### src/rtl/riscv_divx.sv
// Radix-2^k iterative integer divider for the EX stage: DIV/DIVU/REM/REMU plus RV64 word forms,
// with a single-cycle fast path for divide-by-zero, signed overflow and last-operand reuse hits.
module riscv_divx #(
  parameter int XLEN           = 32,
  parameter int BITS_PER_CYCLE = 1,
  parameter int HAS_REUSE      = 1
) (
  input  logic            clk,
  input  logic            rstn,
  input  logic            div_start,
  input  logic [1:0]      div_op,
  input  logic            div_word,
  input  logic [XLEN-1:0] div_opA,
  input  logic [XLEN-1:0] div_opB,
  input  logic            div_flush,
  output logic            div_stall,
  output logic            div_bubble,
  output logic [XLEN-1:0] div_r
);

  localparam int K        = BITS_PER_CYCLE;
  localparam int CW       = $clog2(XLEN + 1);
  localparam int NUM_MULT = 1 << K;
  localparam logic [XLEN-1:0] ONES = '1;

  typedef enum logic [1:0] {IDLE, ITER, FIX, DONE} state_t;

  function automatic logic [XLEN-1:0] ext_word(input logic [XLEN-1:0] x, input logic sgn);
    logic [XLEN-1:0] y;
    y = x;
    for (int i = 32; i < XLEN; i++) y[i] = sgn & x[31];
    return y;
  endfunction

  function automatic logic [XLEN-1:0] fin_word(input logic [XLEN-1:0] x, input logic w);
    return w ? ext_word(x, 1'b1) : x;
  endfunction

  state_t          state_q, state_d;
  logic [CW-1:0]   cnt_q, cnt_d;
  logic [XLEN-1:0] shift_q, shift_d;
  logic [XLEN-1:0] rem_q, rem_d;
  logic [XLEN-1:0] dvs_q, dvs_d;
  logic            qneg_q, qneg_d;
  logic            rneg_q, rneg_d;
  logic            rem_op_q, rem_op_d;
  logic            word_q, word_d;
  logic            signed_q, signed_d;
  logic [XLEN-1:0] a_q, a_d;
  logic [XLEN-1:0] b_q, b_d;
  logic [XLEN-1:0] div_r_q, div_r_d;
  logic            cache_valid_q, cache_valid_d;
  logic [XLEN-1:0] cache_a_q, cache_a_d;
  logic [XLEN-1:0] cache_b_q, cache_b_d;
  logic            cache_signed_q, cache_signed_d;
  logic            cache_word_q, cache_word_d;
  logic [XLEN-1:0] cache_quo_q, cache_quo_d;
  logic [XLEN-1:0] cache_rem_q, cache_rem_d;

  // Operand decode for the launching cycle
  logic            op_signed, op_rem, word_eff;
  logic [XLEN-1:0] a_ext, b_ext, abs_a, abs_b, most_neg;
  logic            a_neg, b_neg, div_zero, overflow, hit;

  always_comb begin
    op_signed = ~div_op[0];
    op_rem    = div_op[1];
    word_eff  = (XLEN == 64) ? div_word : 1'b0;
    a_ext     = word_eff ? ext_word(div_opA, op_signed) : div_opA;
    b_ext     = word_eff ? ext_word(div_opB, op_signed) : div_opB;
    a_neg     = op_signed & a_ext[XLEN-1];
    b_neg     = op_signed & b_ext[XLEN-1];
    abs_a     = a_neg ? -a_ext : a_ext;
    abs_b     = b_neg ? -b_ext : b_ext;
    most_neg  = word_eff ? (ONES << 31) : (ONES << (XLEN - 1));
    div_zero  = (b_ext == '0);
    overflow  = op_signed & (a_ext == most_neg) & (b_ext == ONES);
    hit       = (HAS_REUSE != 0) & cache_valid_q & (cache_a_q == div_opA) &
                (cache_b_q == div_opB) & (cache_signed_q == op_signed) &
                (cache_word_q == word_eff);
  end

  // One restoring step: largest digit d with d*divisor <= shifted partial remainder
  logic [XLEN+K-1:0] r_shift;
  logic [XLEN+K-1:0] mult [NUM_MULT];
  logic [K-1:0]      digit;
  logic [XLEN-1:0]   rem_next;

  always_comb begin
    r_shift = {rem_q, shift_q[XLEN-1 -: K]};
    digit   = '0;
    for (int i = 0; i < NUM_MULT; i++) begin
      mult[i] = {{K{1'b0}}, dvs_q} * (XLEN + K)'(i);
    end
    for (int i = 1; i < NUM_MULT; i++) begin
      if (mult[i] <= r_shift) digit = K'(i);
    end
    rem_next = XLEN'(r_shift - mult[digit]);
  end

  logic [XLEN-1:0] q_fix, r_fix;

  always_comb begin
    state_d        = state_q;
    cnt_d          = cnt_q;
    shift_d        = shift_q;
    rem_d          = rem_q;
    dvs_d          = dvs_q;
    qneg_d         = qneg_q;
    rneg_d         = rneg_q;
    rem_op_d       = rem_op_q;
    word_d         = word_q;
    signed_d       = signed_q;
    a_d            = a_q;
    b_d            = b_q;
    div_r_d        = div_r_q;
    cache_valid_d  = cache_valid_q;
    cache_a_d      = cache_a_q;
    cache_b_d      = cache_b_q;
    cache_signed_d = cache_signed_q;
    cache_word_d   = cache_word_q;
    cache_quo_d    = cache_quo_q;
    cache_rem_d    = cache_rem_q;
    q_fix          = fin_word(qneg_q ? -shift_q : shift_q, word_q);
    r_fix          = fin_word(rneg_q ? -rem_q : rem_q, word_q);

    if (div_flush) begin
      state_d       = IDLE;
      cache_valid_d = 1'b0;
    end else begin
      unique case (state_q)
        IDLE: begin
          if (div_start) begin
            if (div_zero) begin
              div_r_d = op_rem ? fin_word(a_ext, word_eff) : ONES;
              state_d = DONE;
            end else if (overflow) begin
              div_r_d = op_rem ? '0 : fin_word(a_ext, word_eff);
              state_d = DONE;
            end else if (hit) begin
              div_r_d = op_rem ? cache_rem_q : cache_quo_q;
              state_d = DONE;
            end else begin
              // Operand conditioning happens on the launching edge so the first digit retires in cycle 1
              state_d  = ITER;
              cnt_d    = word_eff ? CW'(32 / K) : CW'(XLEN / K);
              shift_d  = word_eff ? (abs_a << (XLEN - 32)) : abs_a;
              rem_d    = '0;
              dvs_d    = abs_b;
              qneg_d   = a_neg ^ b_neg;
              rneg_d   = a_neg;
              rem_op_d = op_rem;
              word_d   = word_eff;
              signed_d = op_signed;
              a_d      = div_opA;
              b_d      = div_opB;
            end
          end
        end
        ITER: begin
          shift_d = {shift_q[XLEN-K-1:0], digit};
          rem_d   = rem_next;
          cnt_d   = cnt_q - CW'(1);
          if (cnt_q == CW'(1)) state_d = FIX;
        end
        FIX: begin
          div_r_d        = rem_op_q ? r_fix : q_fix;
          cache_valid_d  = (HAS_REUSE != 0);
          cache_a_d      = a_q;
          cache_b_d      = b_q;
          cache_signed_d = signed_q;
          cache_word_d   = word_q;
          cache_quo_d    = q_fix;
          cache_rem_d    = r_fix;
          state_d        = DONE;
        end
        DONE: state_d = IDLE;
        default: state_d = IDLE;
      endcase
    end
  end

  always_ff @(posedge clk or negedge rstn) begin
    if (!rstn) begin
      state_q        <= IDLE;
      cnt_q          <= '0;
      shift_q        <= '0;
      rem_q          <= '0;
      dvs_q          <= '0;
      qneg_q         <= 1'b0;
      rneg_q         <= 1'b0;
      rem_op_q       <= 1'b0;
      word_q         <= 1'b0;
      signed_q       <= 1'b0;
      a_q            <= '0;
      b_q            <= '0;
      div_r_q        <= '0;
      cache_valid_q  <= 1'b0;
      cache_a_q      <= '0;
      cache_b_q      <= '0;
      cache_signed_q <= 1'b0;
      cache_word_q   <= 1'b0;
      cache_quo_q    <= '0;
      cache_rem_q    <= '0;
    end else begin
      state_q        <= state_d;
      cnt_q          <= cnt_d;
      shift_q        <= shift_d;
      rem_q          <= rem_d;
      dvs_q          <= dvs_d;
      qneg_q         <= qneg_d;
      rneg_q         <= rneg_d;
      rem_op_q       <= rem_op_d;
      word_q         <= word_d;
      signed_q       <= signed_d;
      a_q            <= a_d;
      b_q            <= b_d;
      div_r_q        <= div_r_d;
      cache_valid_q  <= cache_valid_d;
      cache_a_q      <= cache_a_d;
      cache_b_q      <= cache_b_d;
      cache_signed_q <= cache_signed_d;
      cache_word_q   <= cache_word_d;
      cache_quo_q    <= cache_quo_d;
      cache_rem_q    <= cache_rem_d;
    end
  end

  assign div_stall  = (div_start & (state_q == IDLE) & ~div_flush) |
                      (state_q == ITER) | (state_q == FIX);
  assign div_bubble = (state_q != DONE);
  assign div_r      = div_r_q;

endmodule

### config.mk
export PLATFORM = sky130hd
export DESIGN_NAME = riscv_divx
export DESIGN_NICKNAME = d
export VERILOG_FILES = /design/src/rtl/riscv_divx.sv
export SDC_FILE = /design/constraint.sdc
export NUM_CORES = 1
export LEC_CHECK = 0
export CORE_MARGIN = 4
export CORE_UTILIZATION = 55
export CTS_CLUSTER_SIZE = 14
export DETAILED_ROUTE_END_ITERATION = 7
export DONT_BUFFER_PORTS = 1
export PLACE_DENSITY = 0.72
export SYNTH_ARGS = -nofsm -noshare
export SYNTH_HDL_FRONTEND = slang
export SYNTH_SLANG_ARGS = --single-unit
### constraint.sdc
create_clock -name clk -period 16.3 [get_ports clk]
set_clock_uncertainty 0.15 [all_clocks]
set_input_delay 4.075 -clock clk [delete_from_list [all_inputs] [get_ports clk]]
set_output_delay 4.075 -clock clk [all_outputs]
set_load 0.05 [all_outputs]
==> run metrics <==
status=complete, no violations; total CTS buffers=38; Die Y=199 um; DRC=0; CTS Buffer Depth=3; via density per instance=6.30; Synth warnings=0; drt first pass iters=5; H-tree depth=2; # resized after CTS=0; largest net degree at the start of global routing=334; Placed Area=20200 um^2; startpoint types=primary input; Top FF cell, synth=dfrtp_1; Cell Area, Synth=20100 um^2; fin crit share=56.3%; grt total ovfl=0; P per Cell Area=242 nW/um^2; initial antenna violation count=0; syn avg cell area=9.39 um^2; net total in the final layout=2199; CP Data Required Time=12080 ps; Post-Syn Nets=2292; Ant. Diodes=0; vias in the first global route=15200; Synth Area in Adders=5.15%; Seq/Total Area, Yosys=41.5%; most frequent cells in the layout=dfrtp_1, nand2_1, o21ai_0; Post-Syn Instances=2139; worst hold path type=reg -> reg; Simple-Gate Fraction of Synth Area=13.2%; minimum clock period=9180 ps; CTS tree=built; WL per Instance=22.4 um; global-route usage over all layers=28.4%; Distinct cells, synth=77; DR iter-0 viols=1531; f_max=0.109 GHz; WP data arrival=4960 ps; Final Instance Area=21500 um^2; clk sinks=333; Fin Setup TNS=0 ps; PortBufs=0; die area=39600 um^2; share of cells above drive strength 1=12.5%; Compound-Gate Fraction of Synth Area=16.8%; crit path kind=in -> out; CORE AREA=35800 um^2; unrepaired setup endpoints after global routing=false; Post-CTS Hold Buffers=0; area growth from synthesis to layout=7.20%; Skew-Pair Late Insertion Delay=550 ps; largest family of logic cells by synthesized area=compound AO/OA/AOI/OAI gates; XOR/XNOR Fraction of Synth Area=8.16%; postcts setup bufs=0; setup ws final=7120 ps; flops & latches, synth=333; critical path fanouts, max=3; Clock Tree Root=clkbuf_16; Post-DRT Antenna Nets=0; final WL=56.8 mm; Max VDD drop=0.000152 V; number of flops mapped to enable cells by yosys=0; first-pass GRT wire length=88.1 mm; # IOs=105; worst slew pin tran=1210 ps; mux share of post-synthesis cell area=10.9%; DR vias=16000; leakage=9.21 nW; Slew HR=19.3%; asr flop ratio synth=100%; final setup fails=0; Starting Density=56.0%; width of the chip=199 um; commonest non-fill, non-tap cell in the layout=dfrtp_1; Slew Viols, Final=0; crit end category=output port; gpl congestion=0.925; hpwl dp=40.5 mm; pre-CTS WS=7150 ps; Rows=69; final hold vios=0; clk slew on worst S/H paths=60 ps; MaxCap Viol Count=0
[path summary, 6_finish.rpt]
check	depth (start not counted)	end	slack [ps]	from
worst max-delay path	3	div_stall	7120	div_start
worst min-delay path	2	cache_rem_q[0]	320	cache_rem_q[0]
worst max register to register	19	rem_q[31]	10450	rem_q[0]
worst min register to register	2	cache_rem_q[0]	320	cache_rem_q[0]
max in group asynchronous	0	rem_q[19]	12210	rstn
min in group asynchronous	0	div_r[9]	3070	rstn
[cells by family after synthesis]
family / Yosys count
flops: 333
fa+ha+maj: 82
mux: 199
buf+inv: 219
xor+xnor: 187
compound gates: 562
simple gates: 557
[per-stage QoR]
step	hold slack [ps]	total power, mW	utilization, %	std cells
after floorplan	292	3.62	-	2139
after global placement	305	4.19	56.4	2467
after detailed placement	312	4.28	56.4	2467
after CTS	324	5.19	60.1	2536
after global routing	348	5.60	60.1	2536
final	322	5.21	60.1	2536
[power breakdown]
part | switching, mW | leakage [nW] | total (mW) | internal, mW
registers | 0.498 | 4.13 | 1.71 | 1.21
clock network | 0.348 | 0.640 | 0.891 | 0.544
logic | 1.50 | 4.44 | 2.61 | 1.10
[flip-flops by register name, indices dropped and copies added (netlist names)]
name            cells
state_q             2
cache_quo_q        32
cache_b_q          32
cache_a_q          32
a_q                32
signed_q            1
cache_rem_q        32
cache_signed_q      1
rneg_q              1
shift_q            32
cnt_q               6
dvs_q              32
rem_q              32
div_r              32
qneg_q              1
rem_op_q            1
b_q                31
cache_valid_q       1
[critical path, cell delays in order]
cell	delay [ps]
nand2_1	30
nor2_1	280
or3_1	560
[layer usage]
metal	wire [um]	GRT usage, %
met1	24200	38.6
met2	25800	44.1
met3	4000	6.42
met4	2830	12.3
met5	0	0
[cells in the mapped netlist (all sizes together) (6+ instances only)]
cell | number | area share [%]
and3 | 9 | 0.31
buf | 29 | 0.72
nor2 | 146 | 2.7
dfrtp | 333 | 41
xor2 | 52 | 2.3
a221oi | 26 | 1.1
o22ai | 15 | 0.47
a31oi | 12 | 0.37
o21ai | 197 | 4.9
o211ai | 6 | 0.25
a21oi | 191 | 4.8
and2 | 6 | 0.19
a221o | 6 | 0.30
mux2i | 40 | 2.0
or4 | 9 | 0.36
or3 | 16 | 0.57
nand3 | 36 | 0.96
mux2 | 159 | 8.9
xnor2 | 135 | 5.9
a21o | 11 | 0.41
nand2 | 200 | 3.7
o41ai | 16 | 0.79
nor3 | 24 | 0.60
nand4 | 28 | 0.87
nor2b | 15 | 0.47
nor4 | 21 | 0.73
nand2b | 28 | 0.87
o31ai | 27 | 1.0
a211oi | 10 | 0.37
ha | 81 | 5.0
o21a | 6 | 0.22
o2111ai | 6 | 0.26
clkbuf | 116 | 2.2
inv | 74 | 1.4
[final cells by class]
class	instances	area (um^2)
clock buffers	58	1170
multi-input cells	1587	10900
flip-flops and latches	333	8330
well taps	461	577
fillers	3007	14300
inverters	74	278
clock inverters	11	143
repair buffers	12	90.1
Power figures use the tool's default switching activity.
